<file path="src/rtl/serial_add_arbiter_if.sv">
// Bus between two adder clients and serial_add_arbiter.
// SERIAL_ADD_OVF_EN adds the two's-complement overflow flag `ovf`.
interface serial_add_arbiter_if #(
   parameter int unsigned WIDTH = 8
);
   logic             req0;
   logic [WIDTH-1:0] a0;
   logic [WIDTH-1:0] b0;
   logic             ci0;
   logic             req1;
   logic [WIDTH-1:0] a1;
   logic [WIDTH-1:0] b1;
   logic             ci1;
   logic             busy;
   logic             grant_id;
   logic             done;
   logic [WIDTH-1:0] sum;
   logic             co;
`ifdef SERIAL_ADD_OVF_EN
   logic             ovf;
`endif

   // Client side: drives requests and operands, observes results.
   modport master (
      output req0, a0, b0, ci0, req1, a1, b1, ci1,
`ifdef SERIAL_ADD_OVF_EN
      input  ovf,
`endif
      input  busy, grant_id, done, sum, co
   );

   // Adder side.
   modport slave (
      input  req0, a0, b0, ci0, req1, a1, b1, ci1,
`ifdef SERIAL_ADD_OVF_EN
      output ovf,
`endif
      output busy, grant_id, done, sum, co
   );
endinterface

</file>
<file path="src/rtl/serial_add_arbiter.sv">
// Bit-serial WIDTH-bit adder built on one shared full adder, arbitrated
// round-robin between two requesters. LSB first, one bit per clock.
// SERIAL_ADD_OVF_EN adds the registered overflow output `ovf`.
module serial_add_arbiter #(
   parameter int unsigned WIDTH = 8
) (
   input logic                 clk,
   input logic                 rst_n,
   serial_add_arbiter_if.slave bus
);

   localparam int unsigned IdxW = (WIDTH > 1) ? $clog2(WIDTH) : 1;
   localparam logic [IdxW-1:0] IdxLast = IdxW'(WIDTH - 1);

   typedef enum logic [1:0] {StIdle, StCalc, StDone} state_e;

   state_e           state_q;
   logic [WIDTH-1:0] a_q, b_q, sum_sh_q, sum_q;
   logic [IdxW-1:0]  idx_q;
   logic             carry_q, co_q, grant_q, last_q, busy_q, done_q;
`ifdef SERIAL_ADD_OVF_EN
   logic             msb_carry_q, ovf_q;
`endif

   logic fa_a, fa_b, fa_s, fa_c;
   logic any_req, winner;

   // Shared full adder on the current bit, plus the round-robin pick.
   always_comb begin
      fa_a    = a_q[idx_q];
      fa_b    = b_q[idx_q];
      fa_s    = fa_a ^ fa_b ^ carry_q;
      fa_c    = (fa_a & fa_b) | (carry_q & (fa_a ^ fa_b));
      any_req = bus.req0 | bus.req1;
      // On a tie, the requester not served last wins; last_q resets to 1.
      winner  = ~(bus.req0 & (~bus.req1 | last_q));
   end

   // Controller FSM with registered outputs.
   always_ff @(posedge clk or negedge rst_n) begin
      if (!rst_n) begin
         state_q  <= StIdle;
         a_q      <= '0;
         b_q      <= '0;
         sum_sh_q <= '0;
         sum_q    <= '0;
         idx_q    <= '0;
         carry_q  <= 1'b0;
         co_q     <= 1'b0;
         grant_q  <= 1'b0;
         last_q   <= 1'b1;
         busy_q   <= 1'b0;
         done_q   <= 1'b0;
`ifdef SERIAL_ADD_OVF_EN
         msb_carry_q <= 1'b0;
         ovf_q       <= 1'b0;
`endif
      end else begin
         done_q <= 1'b0;
         case (state_q)
            StIdle: begin
               if (any_req) begin
                  a_q     <= winner ? bus.a1 : bus.a0;
                  b_q     <= winner ? bus.b1 : bus.b0;
                  carry_q <= winner ? bus.ci1 : bus.ci0;
                  grant_q <= winner;
                  idx_q   <= '0;
                  busy_q  <= 1'b1;
                  state_q <= StCalc;
               end
            end
            StCalc: begin
               sum_sh_q[idx_q] <= fa_s;
               carry_q         <= fa_c;
`ifdef SERIAL_ADD_OVF_EN
               if (idx_q == IdxLast) msb_carry_q <= carry_q;
`endif
               if (idx_q == IdxLast) state_q <= StDone;
               else                  idx_q   <= idx_q + 1'b1;
            end
            StDone: begin
               // Results and done become visible together in the following cycle.
               done_q  <= 1'b1;
               sum_q   <= sum_sh_q;
               co_q    <= carry_q;
               last_q  <= grant_q;
               busy_q  <= 1'b0;
`ifdef SERIAL_ADD_OVF_EN
               ovf_q   <= msb_carry_q ^ carry_q;
`endif
               state_q <= StIdle;
            end
            default: state_q <= StIdle;
         endcase
      end
   end

   assign bus.busy     = busy_q;
   assign bus.grant_id = grant_q;
   assign bus.done     = done_q;
   assign bus.sum      = sum_q;
   assign bus.co       = co_q;
`ifdef SERIAL_ADD_OVF_EN
   assign bus.ovf      = ovf_q;
`endif

endmodule

</file>
<file path="src/flat_wrapper.sv">
// flat-port wrapper written by rule: the top's interface ports become plain ports
module serial_add_arbiter_flat 
#(
   parameter int unsigned WIDTH = 8
)
  (clk, rst_n, bus_req0, bus_a0, bus_b0, bus_ci0, bus_req1, bus_a1, bus_b1, bus_ci1, bus_busy, bus_grant_id, bus_done, bus_sum, bus_co);
  serial_add_arbiter_if #(.WIDTH(WIDTH)) bus_i ();
  input logic clk;
  input logic rst_n;
  input wire logic [$bits(bus_i.req0)-1:0] bus_req0;
  input wire logic [$bits(bus_i.a0)-1:0] bus_a0;
  input wire logic [$bits(bus_i.b0)-1:0] bus_b0;
  input wire logic [$bits(bus_i.ci0)-1:0] bus_ci0;
  input wire logic [$bits(bus_i.req1)-1:0] bus_req1;
  input wire logic [$bits(bus_i.a1)-1:0] bus_a1;
  input wire logic [$bits(bus_i.b1)-1:0] bus_b1;
  input wire logic [$bits(bus_i.ci1)-1:0] bus_ci1;
  output wire logic [$bits(bus_i.busy)-1:0] bus_busy;
  output wire logic [$bits(bus_i.grant_id)-1:0] bus_grant_id;
  output wire logic [$bits(bus_i.done)-1:0] bus_done;
  output wire logic [$bits(bus_i.sum)-1:0] bus_sum;
  output wire logic [$bits(bus_i.co)-1:0] bus_co;
  assign bus_i.req0 = bus_req0;
  assign bus_i.a0 = bus_a0;
  assign bus_i.b0 = bus_b0;
  assign bus_i.ci0 = bus_ci0;
  assign bus_i.req1 = bus_req1;
  assign bus_i.a1 = bus_a1;
  assign bus_i.b1 = bus_b1;
  assign bus_i.ci1 = bus_ci1;
  assign bus_busy = bus_i.busy;
  assign bus_grant_id = bus_i.grant_id;
  assign bus_done = bus_i.done;
  assign bus_sum = bus_i.sum;
  assign bus_co = bus_i.co;
  serial_add_arbiter #(.WIDTH(WIDTH)) u_core (.clk(clk), .rst_n(rst_n), .bus(bus_i));
endmodule
</file>
<file path="config.mk">
export PLATFORM = sky130hd
export DESIGN_NAME = serial_add_arbiter_flat
export DESIGN_NICKNAME = d
export VERILOG_FILES = /design/src/rtl/serial_add_arbiter_if.sv /design/src/rtl/serial_add_arbiter.sv /design/src/flat_wrapper.sv
export SDC_FILE = /design/constraint.sdc
export NUM_CORES = 1
export LEC_CHECK = 0
export ABC_CLOCK_PERIOD_IN_PS = 6100
export BUFFER_PORTS_ARGS = -buffer_cell sky130_fd_sc_hd__clkbuf_2
export CAP_MARGIN = 10
export CORE_ASPECT_RATIO = 0.5
export CORE_MARGIN = 2
export CORE_UTILIZATION = 45
export DETAILED_ROUTE_END_ITERATION = 10
export PLACE_DENSITY_LB_ADDON = 0.2
export SYNTH_ARGS = -nofsm -noshare
export SYNTH_HDL_FRONTEND = slang
export SYNTH_SLANG_ARGS = --single-unit
</file>
<file path="constraint.sdc">
create_clock -name clk -period 6.1 [get_ports clk]
set_input_delay 0.61 -clock clk [delete_from_list [all_inputs] [get_ports clk]]
set_output_delay 0.61 -clock clk [all_outputs]
set_load 0.1 [all_outputs]
</file>
==> impl_metrics.ini <==
[power]
power_mw = 1.38
seq_power_share = 0.375
p_per_area_mw_per_mm2 = 585
netSwitchingFraction = 0.452
ir_worst_vdd_v = 0.000177
p_switching_mw = 0.625
p_int_mw = 0.759
clkPwrFrac = 0.141
combPwrFrac = 0.484
leakagePower_nw = 1.18

[floorplanning]
start_util = 0.463
dieWidth_um = 98.5
die-area_mm2 = 0.00505
io_pins = 50
chipHeight_um = 51.2
core_region_area_mm2 = 0.00434
row_count = 17

[layout]
antenna_cells = 0
utilization = 0.545
num-fill-cells = 422
num-nets-final = 255
fin_area_mm2 = 0.00237
final_cell_count_no_fill = 272
drive_gt1_frac = 0.381
syn2layout_area_growth_pct = 17.8

[synth]
syn_inst = 168
synth_top_area_frac = 0.523
syn_avg_cell_area_um2 = 12.0
synth_edf_count = 0
synth_nets = 209
synth_seq_area_share = 0.536
synth.largest_area_cell = dfrtp_1
synthFlopType = dfrtp_1
synth_most_common_cell = dfrtp_1
synth_area_mm2 = 0.00201
ys_top_cells_by_area = dfrtp_1 (52%), mux2_2 (11%), mux2i_1 (8.5%)
ys_async_sr_fraction = 1.00
synth_common_cells = dfrtp_1 (42), nand2_1 (26), mux2_2 (20), mux2i_1 (17), o21ai_0 (14)
ys_warn_count = 0
ys_types = 28
ys_seq_elements = 43

[timing]
fin_crit_ns = 2.47
worst_pin_slew_ns = 1.18
tns_ns = 0
hold_viol = 0
skew_ns = 0.00280
slew_headroom = 0.216
rsz0062_at_grt = no
drv_slew = 0
min_period_over_period = 0.406
clock.fmax_mhz = 404
fin_hold_ws_ns = 0.480
layout_setup_ws_ns = 3.63
finalSetupViolations = 0

[worst_setup_path]
reg2regPathDepth = 4
critPathArrivalTime_ns = 2.65
worstSetupPathType = flip-flop to flip-flop
required_ns = 6.28
worstPathMaxFanout = 13
r2r-end = u_core.sum_sh_q[0]
rr_startpoint = u_core.idx_q[1]
cp-end-kind = flip-flop
reg2reg_slack_ns = 3.63
cp-start-kind = flip-flop

[global_route]
grt_max_degree = 44
grt_overflow = 0
grt_pass1_wl_um = 5940
grt_antenna_before_repair = 0
grt_pass1_vias = 1271
grt_use_total = 0.155

[hold_path]
hold_class = flip-flop to flip-flop
min_path_cells = 2
holdPathEnd = u_core.b_q[2]
min_from = u_core.b_q[2]

[cts]
cts_hold_buf = 0
clockRootBuffer = clkbuf_8
cts_tree = done
clockBufferDepth = 2
cts_setup_buffers = 0
clk_pin_slew_worst_paths_ns = 0.08
cts.sinks = 43
clock_latency_ns = 0.29
htree_levels = 2
cts_buffers = 5
post_cts_resized = 0

[routing]
firstDrtPassIters = 4
routed_via_density = 4.82
ant_nets = 0
vias = 1311
drtIter0Drc = 46
wire_per_inst_um = 12.6
wirelength_um = 3430
drc_errors = 0

[placed_design]
placed_area_mm2 = 0.00227
placedCellCount = 264
place_ws_ns = 3.62
port_buffers = 49
gp_congestion = 0.758

[status]
run_status = completed

[job]
drv_cap = 0
[flip-flops by register name (all words and copies together), names as in the netlist, 2 cells and up]
register and count:
u_core.a_q 8, u_core.b_q 8, u_core.bus.sum 8, u_core.idx_q 3, u_core.state_q 2, u_core.sum_sh_q 8
[worst max-delay path by stage]
stage	start	endpoint	slack (ns)	cells after the start
finish	u_core.idx_q[1]	u_core.sum_sh_q[0]	3.63	4
global route	u_core.idx_q[1]	u_core.sum_sh_q[5]	3.52	4
CTS	u_core.idx_q[1]	u_core.sum_sh_q[0]	3.62	4
detailed placement	u_core.idx_q[1]	u_core.sum_sh_q[0]	3.62	4
global placement	u_core.idx_q[1]	u_core.sum_sh_q[5]	3.68	4
floorplan	u_core.idx_q[0]	u_core.sum_sh_q[0]	3.89	5
[power by group through the flow]
stage	clock (mW)	sequential, mW	combinational (mW)
floorplan	0	0.702	0.372
global placement	0	0.525	0.659
detailed placement	0	0.528	0.675
CTS	0.202	0.522	0.676
global route	0.214	0.542	0.732
finish	0.196	0.519	0.670
[routing by layer]
layer | wire length [um] | global-route usage
met3 | 187 | 0.0547
met5 | 0 | 0
met4 | 25 | 0.0479
met2 | 1430 | 0.217
met1 | 1780 | 0.226
[logic make-up after synthesis]
| family | share of synthesized area |
|---|---|
| adders and majority gates | 0.0224 |
| and+or+nand+nor | 0.118 |
| buffers and inverters | 0.0330 |
| muxes | 0.242 |
| DFF | 0.536 |
| AOI/OAI and AO/OA | 0.0486 |
[layout by cell type (no fill, tap or decap), drive strengths merged]
| cell | netlist | layout |
|---|---|---|
| clkbuf | 2 | 57 |
| and2b | 1 | 1 |
| dfstp | 1 | 1 |
| inv | 1 | 1 |
| mux4 | 4 | 4 |
| o21ai | 18 | 18 |
| mux2 | 20 | 20 |
| nor2 | 6 | 6 |
| o211ai | 1 | 1 |
| and2 | 1 | 1 |
| nand2 | 26 | 26 |
| nand4 | 1 | 1 |
| dfrtp | 42 | 42 |
| nor4 | 1 | 1 |
| nor3b | 2 | 2 |
| nor3 | 2 | 2 |
| mux2i | 17 | 17 |
| or3 | 1 | 1 |
| nand2b | 2 | 2 |
| fa | 1 | 1 |
| nand3 | 5 | 5 |
| nand3b | 2 | 2 |
| nor2b | 1 | 1 |
| ha | 2 | 2 |
[worst max-delay path: stages (launching register included)]
cell and delay [ns]:
dfrtp_1 0.60, mux4_2 0.55, mux2_2 0.29, fa_1 0.62, mux2_2 0.32
[layout make-up]
cell class | instances | area (um2) | share of cell area
clock buffers | 8 | 100 | 0.0423
inverters | 1 | 3.75 | 0.00159
multi-input cells | 114 | 868 | 0.367
flip-flops and latches | 43 | 1080 | 0.455
well taps | 57 | 71.3 | 0.0301
repair buffers | 49 | 245 | 0.104
No activity file was read; power rests on OpenSTA's default activity.
